[src/rtl/cpu_sequencer_pkg.sv]
// Shared definitions for the multi-cycle CPU sequencer: opcodes, FSM states,
// write-back source encodings and instruction field positions.
package cpu_pkg;

  localparam int INSTR_W = 21;

  localparam int OPC_MSB = 20;
  localparam int OPC_LSB = 17;
  localparam int OP1_MSB = 16;
  localparam int OP1_LSB = 14;
  localparam int OP2_MSB = 13;
  localparam int OP2_LSB = 11;
  localparam int OP3_MSB = 10;
  localparam int OP3_LSB = 8;
  localparam int IMM_MSB = 7;
  localparam int IMM_LSB = 0;

  localparam logic [3:0] OP_NOP     = 4'b0000;
  localparam logic [3:0] OP_ALU_MIN = 4'b0001;
  localparam logic [3:0] OP_ALU_MAX = 4'b0111;
  localparam logic [3:0] OP_LI      = 4'b1000;
  localparam logic [3:0] OP_LD      = 4'b1001;
  localparam logic [3:0] OP_ST      = 4'b1010;
  localparam logic [3:0] OP_JMP     = 4'b1011;
  localparam logic [3:0] OP_BZ      = 4'b1100;
  localparam logic [3:0] OP_HLT     = 4'b1111;

  localparam logic [1:0] WB_SEL_ALU = 2'd0;
  localparam logic [1:0] WB_SEL_IMM = 2'd1;
  localparam logic [1:0] WB_SEL_RAM = 2'd2;

  typedef enum logic [2:0] {
    S_IDLE   = 3'd0,
    S_FETCH  = 3'd1,
    S_DECODE = 3'd2,
    S_EXEC   = 3'd3,
    S_MEM    = 3'd4,
    S_WB     = 3'd5,
    S_HALT   = 3'd6
  } state_e;

  typedef struct packed {
    logic is_alu;
    logic is_li;
    logic is_ld;
    logic is_st;
    logic is_jmp;
    logic is_bz;
    logic is_hlt;
    logic is_illegal;
  } op_class_t;

  function automatic logic [3:0] instr_opcode(input logic [INSTR_W-1:0] instr);
    return instr[OPC_MSB:OPC_LSB];
  endfunction

endpackage

[src/rtl/cpu_sequencer_if.sv]
// Control/handshake bundle between the sequencer (master) and the datapath,
// program memory and data RAM (slave).
interface cpu_sequencer_if #(
  parameter int PC_W = 4
);
  logic              start;
  logic [20:0]       instr;
  logic              mem_ready;
  logic              zero_flag;
  logic [PC_W-1:0]   pc;
  logic              imem_rd_en;
  logic [3:0]        opcode;
  logic [2:0]        op1;
  logic [2:0]        op2;
  logic [2:0]        op3;
  logic [7:0]        imm;
  logic              alu_en;
  logic              rf_wr_en;
  logic [1:0]        rf_wr_sel;
  logic              mem_rd_en;
  logic              mem_wr_en;
  logic              busy;
  logic              halted;
  logic              illegal;

  modport master (
    input  start, instr, mem_ready, zero_flag,
    output pc, imem_rd_en, opcode, op1, op2, op3, imm, alu_en, rf_wr_en,
           rf_wr_sel, mem_rd_en, mem_wr_en, busy, halted, illegal
  );

  modport slave (
    output start, instr, mem_ready, zero_flag,
    input  pc, imem_rd_en, opcode, op1, op2, op3, imm, alu_en, rf_wr_en,
           rf_wr_sel, mem_rd_en, mem_wr_en, busy, halted, illegal
  );
endinterface

[src/rtl/cpu_sequencer_decode.sv]
// Combinational opcode classifier. Branch opcodes are recognised only when
// CPU_SEQ_BRANCH_EN is defined; otherwise they classify as illegal.
module instr_decode
  import cpu_pkg::*;
(
  input  logic [3:0] opcode_i,
  output op_class_t  cls_o
);

  // One-hot class of the opcode; anything unrecognised is illegal
  always_comb begin
    cls_o = '0;
    case (opcode_i)
      OP_NOP: cls_o = '0;
      OP_LI:  cls_o.is_li  = 1'b1;
      OP_LD:  cls_o.is_ld  = 1'b1;
      OP_ST:  cls_o.is_st  = 1'b1;
`ifdef CPU_SEQ_BRANCH_EN
      OP_JMP: cls_o.is_jmp = 1'b1;
      OP_BZ:  cls_o.is_bz  = 1'b1;
`endif
      OP_HLT: cls_o.is_hlt = 1'b1;
      default: begin
        if ((opcode_i >= OP_ALU_MIN) && (opcode_i <= OP_ALU_MAX)) begin
          cls_o.is_alu = 1'b1;
        end else begin
          cls_o.is_illegal = 1'b1;
        end
      end
    endcase
  end

endmodule

[src/rtl/cpu_sequencer.sv]
// Multi-cycle control FSM and program counter for the 8-bit core. All outputs
// are registered; branch support depends on CPU_SEQ_BRANCH_EN (see instr_decode).
module cpu_sequencer
  import cpu_pkg::*;
#(
  parameter int PC_W = 4
) (
  input logic             clk,
  input logic             rst_n,
  cpu_sequencer_if.master bus
);

  localparam logic [PC_W-1:0] PC_ONE = PC_W'(1'b1);

  state_e          state_q, state_d;
  logic [PC_W-1:0] pc_q, pc_d;
  logic [PC_W-1:0] pc_inc;
  logic [PC_W-1:0] br_target;

  logic [3:0] opcode_q, opcode_d;
  logic [2:0] op1_q, op1_d;
  logic [2:0] op2_q, op2_d;
  logic [2:0] op3_q, op3_d;
  logic [7:0] imm_q, imm_d;

  logic       imem_rd_en_q, imem_rd_en_d;
  logic       alu_en_q, alu_en_d;
  logic       rf_wr_en_q, rf_wr_en_d;
  logic [1:0] rf_wr_sel_q, rf_wr_sel_d;
  logic       mem_rd_en_q, mem_rd_en_d;
  logic       mem_wr_en_q, mem_wr_en_d;
  logic       busy_q, busy_d;
  logic       halted_q, halted_d;
  logic       illegal_q, illegal_d;

  op_class_t  cls;

  assign pc_inc    = pc_q + PC_ONE;
  assign br_target = bus.instr[IMM_LSB +: PC_W];

  // Field registers load only in DECODE; decoding opcode_d lets the class
  // seen on the DECODE edge come straight from the program memory word
  always_comb begin
    opcode_d = opcode_q;
    op1_d    = op1_q;
    op2_d    = op2_q;
    op3_d    = op3_q;
    imm_d    = imm_q;
    if (state_q == S_DECODE) begin
      opcode_d = instr_opcode(bus.instr);
      op1_d    = bus.instr[OP1_MSB:OP1_LSB];
      op2_d    = bus.instr[OP2_MSB:OP2_LSB];
      op3_d    = bus.instr[OP3_MSB:OP3_LSB];
      imm_d    = bus.instr[IMM_MSB:IMM_LSB];
    end else begin
      opcode_d = opcode_q;
    end
  end

  instr_decode u_decode (
    .opcode_i (opcode_d),
    .cls_o    (cls)
  );

  // Next-state and PC update
  always_comb begin
    state_d = state_q;
    pc_d    = pc_q;
    case (state_q)
      S_IDLE: begin
        if (bus.start) begin
          state_d = S_FETCH;
        end else begin
          state_d = S_IDLE;
        end
      end
      S_FETCH: state_d = S_DECODE;
      S_DECODE: begin
        if (cls.is_alu) begin
          state_d = S_EXEC;
        end else if (cls.is_ld || cls.is_st) begin
          state_d = S_MEM;
        end else if (cls.is_li) begin
          state_d = S_WB;
        end else if (cls.is_hlt) begin
          state_d = S_HALT;
        end else begin
          state_d = S_FETCH;
          if (cls.is_jmp || (cls.is_bz && bus.zero_flag)) begin
            pc_d = br_target;
          end else begin
            pc_d = pc_inc;
          end
        end
      end
      S_EXEC: state_d = S_WB;
      S_MEM: begin
        if (!bus.mem_ready) begin
          state_d = S_MEM;
        end else if (cls.is_ld) begin
          state_d = S_WB;
        end else begin
          state_d = S_FETCH;
          pc_d    = pc_inc;
        end
      end
      S_WB: begin
        state_d = S_FETCH;
        pc_d    = pc_inc;
      end
      S_HALT:  state_d = S_HALT;
      default: state_d = S_IDLE;
    endcase
  end

  // Outputs are precomputed from the upcoming state so they can be registered
  always_comb begin
    imem_rd_en_d = (state_d == S_FETCH);
    alu_en_d     = (state_d == S_EXEC);
    rf_wr_en_d   = (state_d == S_WB);
    mem_rd_en_d  = (state_d == S_MEM) && cls.is_ld;
    mem_wr_en_d  = (state_d == S_MEM) && cls.is_st;
    busy_d       = (state_d != S_IDLE) && (state_d != S_HALT);
    halted_d     = (state_d == S_HALT);
    rf_wr_sel_d  = WB_SEL_ALU;
    if (state_d == S_WB) begin
      if (cls.is_ld) begin
        rf_wr_sel_d = WB_SEL_RAM;
      end else if (cls.is_li) begin
        rf_wr_sel_d = WB_SEL_IMM;
      end else begin
        rf_wr_sel_d = WB_SEL_ALU;
      end
    end else begin
      rf_wr_sel_d = WB_SEL_ALU;
    end
    illegal_d = illegal_q || ((state_q == S_DECODE) && cls.is_illegal);
  end

  // State, PC, latched fields and registered outputs
  always_ff @(posedge clk or negedge rst_n) begin
    if (!rst_n) begin
      state_q      <= S_IDLE;
      pc_q         <= '0;
      opcode_q     <= 4'd0;
      op1_q        <= 3'd0;
      op2_q        <= 3'd0;
      op3_q        <= 3'd0;
      imm_q        <= 8'd0;
      imem_rd_en_q <= 1'b0;
      alu_en_q     <= 1'b0;
      rf_wr_en_q   <= 1'b0;
      rf_wr_sel_q  <= 2'd0;
      mem_rd_en_q  <= 1'b0;
      mem_wr_en_q  <= 1'b0;
      busy_q       <= 1'b0;
      halted_q     <= 1'b0;
      illegal_q    <= 1'b0;
    end else begin
      state_q      <= state_d;
      pc_q         <= pc_d;
      opcode_q     <= opcode_d;
      op1_q        <= op1_d;
      op2_q        <= op2_d;
      op3_q        <= op3_d;
      imm_q        <= imm_d;
      imem_rd_en_q <= imem_rd_en_d;
      alu_en_q     <= alu_en_d;
      rf_wr_en_q   <= rf_wr_en_d;
      rf_wr_sel_q  <= rf_wr_sel_d;
      mem_rd_en_q  <= mem_rd_en_d;
      mem_wr_en_q  <= mem_wr_en_d;
      busy_q       <= busy_d;
      halted_q     <= halted_d;
      illegal_q    <= illegal_d;
    end
  end

  assign bus.pc         = pc_q;
  assign bus.imem_rd_en = imem_rd_en_q;
  assign bus.opcode     = opcode_q;
  assign bus.op1        = op1_q;
  assign bus.op2        = op2_q;
  assign bus.op3        = op3_q;
  assign bus.imm        = imm_q;
  assign bus.alu_en     = alu_en_q;
  assign bus.rf_wr_en   = rf_wr_en_q;
  assign bus.rf_wr_sel  = rf_wr_sel_q;
  assign bus.mem_rd_en  = mem_rd_en_q;
  assign bus.mem_wr_en  = mem_wr_en_q;
  assign bus.busy       = busy_q;
  assign bus.halted     = halted_q;
  assign bus.illegal    = illegal_q;

endmodule

[src/flat_wrapper.sv]
// flat-port wrapper written by rule: the top's interface ports become plain ports
module cpu_sequencer_flat import cpu_pkg::*;
#(
  parameter int PC_W = 4
)
  (clk, rst_n, bus_start, bus_instr, bus_mem_ready, bus_zero_flag, bus_pc, bus_imem_rd_en, bus_opcode, bus_op1, bus_op2, bus_op3, bus_imm, bus_alu_en, bus_rf_wr_en, bus_rf_wr_sel, bus_mem_rd_en, bus_mem_wr_en, bus_busy, bus_halted, bus_illegal);
  cpu_sequencer_if #(.PC_W(PC_W)) bus_i ();
  input logic clk;
  input logic rst_n;
  input wire logic [$bits(bus_i.start)-1:0] bus_start;
  input wire logic [$bits(bus_i.instr)-1:0] bus_instr;
  input wire logic [$bits(bus_i.mem_ready)-1:0] bus_mem_ready;
  input wire logic [$bits(bus_i.zero_flag)-1:0] bus_zero_flag;
  output wire logic [$bits(bus_i.pc)-1:0] bus_pc;
  output wire logic [$bits(bus_i.imem_rd_en)-1:0] bus_imem_rd_en;
  output wire logic [$bits(bus_i.opcode)-1:0] bus_opcode;
  output wire logic [$bits(bus_i.op1)-1:0] bus_op1;
  output wire logic [$bits(bus_i.op2)-1:0] bus_op2;
  output wire logic [$bits(bus_i.op3)-1:0] bus_op3;
  output wire logic [$bits(bus_i.imm)-1:0] bus_imm;
  output wire logic [$bits(bus_i.alu_en)-1:0] bus_alu_en;
  output wire logic [$bits(bus_i.rf_wr_en)-1:0] bus_rf_wr_en;
  output wire logic [$bits(bus_i.rf_wr_sel)-1:0] bus_rf_wr_sel;
  output wire logic [$bits(bus_i.mem_rd_en)-1:0] bus_mem_rd_en;
  output wire logic [$bits(bus_i.mem_wr_en)-1:0] bus_mem_wr_en;
  output wire logic [$bits(bus_i.busy)-1:0] bus_busy;
  output wire logic [$bits(bus_i.halted)-1:0] bus_halted;
  output wire logic [$bits(bus_i.illegal)-1:0] bus_illegal;
  assign bus_i.start = bus_start;
  assign bus_i.instr = bus_instr;
  assign bus_i.mem_ready = bus_mem_ready;
  assign bus_i.zero_flag = bus_zero_flag;
  assign bus_pc = bus_i.pc;
  assign bus_imem_rd_en = bus_i.imem_rd_en;
  assign bus_opcode = bus_i.opcode;
  assign bus_op1 = bus_i.op1;
  assign bus_op2 = bus_i.op2;
  assign bus_op3 = bus_i.op3;
  assign bus_imm = bus_i.imm;
  assign bus_alu_en = bus_i.alu_en;
  assign bus_rf_wr_en = bus_i.rf_wr_en;
  assign bus_rf_wr_sel = bus_i.rf_wr_sel;
  assign bus_mem_rd_en = bus_i.mem_rd_en;
  assign bus_mem_wr_en = bus_i.mem_wr_en;
  assign bus_busy = bus_i.busy;
  assign bus_halted = bus_i.halted;
  assign bus_illegal = bus_i.illegal;
  cpu_sequencer #(.PC_W(PC_W)) u_core (.clk(clk), .rst_n(rst_n), .bus(bus_i));
endmodule
[config.mk]
export PLATFORM = sky130hd
export DESIGN_NAME = cpu_sequencer_flat
export DESIGN_NICKNAME = d
export VERILOG_FILES = /design/src/rtl/cpu_sequencer_pkg.sv /design/src/rtl/cpu_sequencer_if.sv /design/src/rtl/cpu_sequencer_decode.sv /design/src/rtl/cpu_sequencer.sv /design/src/flat_wrapper.sv
export SDC_FILE = /design/constraint.sdc
export NUM_CORES = 1
export LEC_CHECK = 0
export ABC_AREA = 1
export BUFFER_PORTS_ARGS = -buffer_cell sky130_fd_sc_hd__buf_2
export CELL_PAD_IN_SITES_DETAIL_PLACEMENT = 1
export CELL_PAD_IN_SITES_GLOBAL_PLACEMENT = 1
export CORE_AREA = 3 3 75 77
export DETAILED_ROUTE_END_ITERATION = 7
export DIE_AREA = 0 0 78 80
export PLACE_DENSITY = 0.74
export SLEW_MARGIN = 0
export SYNTH_ARGS = -nofsm -noshare
export SYNTH_HDL_FRONTEND = slang
export SYNTH_SLANG_ARGS = --single-unit
[constraint.sdc]
create_clock -name clk -period 2.16 [get_ports clk]
set_clock_uncertainty 0.1 [all_clocks]
set_input_delay 0.432 -clock clk [delete_from_list [all_inputs] [get_ports clk]]
set_output_delay 0.432 -clock clk [all_outputs]
set_load 0.005 [all_outputs]
==> summary.txt <==
Synth
  – Yosys reg bits: 38
  – Commonest cells in the netlist: nand2_1, dfrtp_1, inv_1
  – Yosys Warn Count: 0
  – Post-synth cell types: 29
  – Area fraction of the dominant cell type after synthesis: 52.8%
  – Dominant cells by area after synthesis: dfrtp_1, nand2_1, nand2_2, inv_1, nand2_4
  – Leading area contributor after synthesis: dfrtp_1
  – Count leader, synth: nand2_1
  – Syn nets: 232
  – Asr flop ratio synth: 100%
  – EDFF count, synth: 0
  – Avg Synthesized Cell Area: 8.78 um2
  – Sequential area share after synthesis: 52.8%
  – Top FF cell, synth: dfrtp_1
  – Post-Syn Area: 1800 um2
  – Syn Inst Count: 205

Layout
  – Cell Count, Final, Fillers Out: 342
  – Sequential cell area: 953 um2
  – N_diodes: 0
  – Area Growth Syn to Fin: 27.8%
  – # fillers: 651
  – Post-layout net count: 299
  – Fin area: 2300 um2
  – Multi-input logic area: 771 um2
  – Share of cells above drive strength 1: 39.0%

Global route
  – First-pass GRT wire length: 7550 um
  – GRT Total Usage: 15.4%
  – Pin count of the biggest net entering global routing: 21
  – Initial antenna violation count: 0
  – Vias in the first global route: 1600
  – Met2 Usage GRT: 25.3%
  – Met1 Resource Use GR: 19.8%
  – Grt ovf: 0
  – Gr busiest metal: met2
  – Met3 Usage GRT: 4.40%

Detailed routing
  – Post-DRT Antenna Nets: 0
  – Routed wire per std cell: 12.8 um
  – Drt total wl: 4380 um
  – Iter 0 DRT Violations: 30
  – Vias/cell: 4.40
  – Remaining DRCs: 0
  – Vias: 1506
  – Drt pass-1 iters: 4

Die
  – Chip width: 78 um
  – Die Height: 80 um
  – Die footprint: 6240 um2
  – # rows: 26
  – Core ar.: 5070 um2
  – Starting Density: 35.5%
  – I/O Pins: 61

Setup path
  – Critical Setup Path Class: register to register
  – WP data required: 2230 ps
  – CP Launch Type: register
  – Reg2Reg Setup Slack: 190 ps
  – Worst Path Arrival: 2040 ps
  – Worst Setup End Kind: register
  – Critical path peak fanout: 10

Power and ir drop
  – Maximum VDD drop: 0.322 mV
  – Sequential power share: 58.5%
  – Pwr Density: 528 nW/um2
  – Comb power frac: 3.6%
  – Internal: 0.000948 W
  – Leakage: 1.18 nW
  – Clk pwr share: 37.9%
  – Switching Share: 22.0%
  – Net Switching: 0.000267 W

Placement
  – Inst Count DP: 334
  – IO buf count: 59
  – Detailed Place HPWL: 3300 um
  – Area post-placement: 2210 um2
  – Final RePlAce weighted congestion: 0.775

Timing
  – Period minus WS final: 1970 ps
  – Slew HR: 69.0%
  – Max Freq: 0.507 GHz
  – # setup viols final: 0
  – Endpoints failing hold: 0
  – Worst hold slack: 234 ps
  – Slew Limit Fails: 0
  – Least-Margin Pin Slew: 465 ps
  – RSZ-0062 raised after global routing: no
  – Tcrit/Tclk final: 91.2%
  – Setup TNS: 0 ps

Clock tree
  – Max Buffers Root-to-Sink: 2
  – Cts bufs inserted: 5
  – Clock-pin slew on the worst setup and hold paths: 70 ps
  – Clock sink count: 38
  – H-tree levels: 2
  – CTS tree: built
  – Clk_lat worst skew: 290 ps
  – Root buffer cell: clkbuf_8

Outcome
  – Status: finished clean

Min path
  – Min-Delay Path Class: input pin to register

Run
  – Max_cap viols: 0
-- worst paths after layout --
path | from | endpoint | cells past startpoint
min in group asynchronous | rst_n | u_core.bus.busy | 2
min | bus_instr[14] | u_core.bus.op1[0] | 3
min reg2reg | u_core.bus.imm[6] | u_core.bus.imm[6] | 2
max reg2reg | u_core.state_q[0] | u_core.bus.busy | 10
max | u_core.state_q[0] | u_core.bus.busy | 10
max in group asynchronous | rst_n | u_core.bus.imm[7] | 3
-- power by group through the flow --
stage	logic (W)	registers, W	clock network [W]
final	0.0000436	0.000711	0.000461
after global routing	0.0000511	0.000711	0.000506
after CTS	0.0000455	0.000711	0.000483
after detailed placement	0.0000438	0.000725	0
after global placement	0.0000439	0.000725	0
after floorplan	0.00000183	0.000725	0
-- kinds of logic (layout without fill, tap and decap cells) --
kind of cell | count (synthesis) | after routing | synth area share, %
AO/OA/AOI/OAI | 9 | 9 | 3.20
adder cells (fa/ha/maj) | 1 | 1 | 0.695
XOR/XNOR | 3 | 3 | 1.88
buffers and inverters | 20 | 87 | 4.52
flip-flops | 38 | 38 | 52.8
AND/OR/NAND/NOR | 134 | 134 | 36.9
-- critical path: stages, from the launching register on --
cell     delay [ps]
dfrtp_2         460
inv_2           120
nand3_4         140
nand2_1         100
nand2_2          70
nor2_2          160
nand2_1         160
nand4_2         140
nand3_4         110
o21ai_0         190
nand2_1          80
-- placed cells by master (no fill, tap or decap), drive strengths merged --
cell type,n
dlygate4sd3,1
o211ai,1
nor2,17
nand3,12
inv,16
nand4,2
o21ai,4
nor3,3
nand3b,1
nand2,99
clkbuf,5
a21oi,3
clkinv,2
xor2,1
xnor2,2
o21bai,1
ha,1
dfrtp,38
buf,63
-- routing by layer --
layer	share of wire, %	up-vias
li1	-	767
met1	45	696
met2	48	36
met3	5.3	7
met4	1.3	0
met5	0	-
-- final cells by class --
class,instances,share of cell area (%)
Clock buffer,5,2.99
Clock inverter,2,0.435
Inverter,16,2.72
Multi-Input combinational cell,147,33.5
Sequential cell,38,41.4
Tap cell,70,3.81
Timing Repair Buffer,64,15.1
-- through the flow --
stage	utilization, %	worst slack (ps)	power [W]
finish	45.3	189	0.00122
global route	45.3	9.85	0.00127
CTS	45.2	143	0.00124
detailed placement	43.5	209	0.000769
global placement	43.5	219	0.000769
floorplan	-	404	0.000727
-- state kept, by name, summed over array words and instances (netlist names), 2 cells and up --
register              flops
u_core.bus.rf_wr_sel      2
u_core.bus.pc             4
u_core.state_q            3
u_core.bus.op3            3
u_core.bus.opcode         4
u_core.bus.op2            3
u_core.bus.op1            3
u_core.bus.imm            8
-- timing repair --
| action | CTS | global route |
|---|---|---|
| hold endpoints to repair | 16 | 0 |
| resized for setup | 0 | 3 |
| buffers inserted | 0 | 0 |
| setup endpoints to repair | 0 | 3 |
| hold buffers | 1 | 0 |
Note: power is estimated with default switching activity, not from simulation.
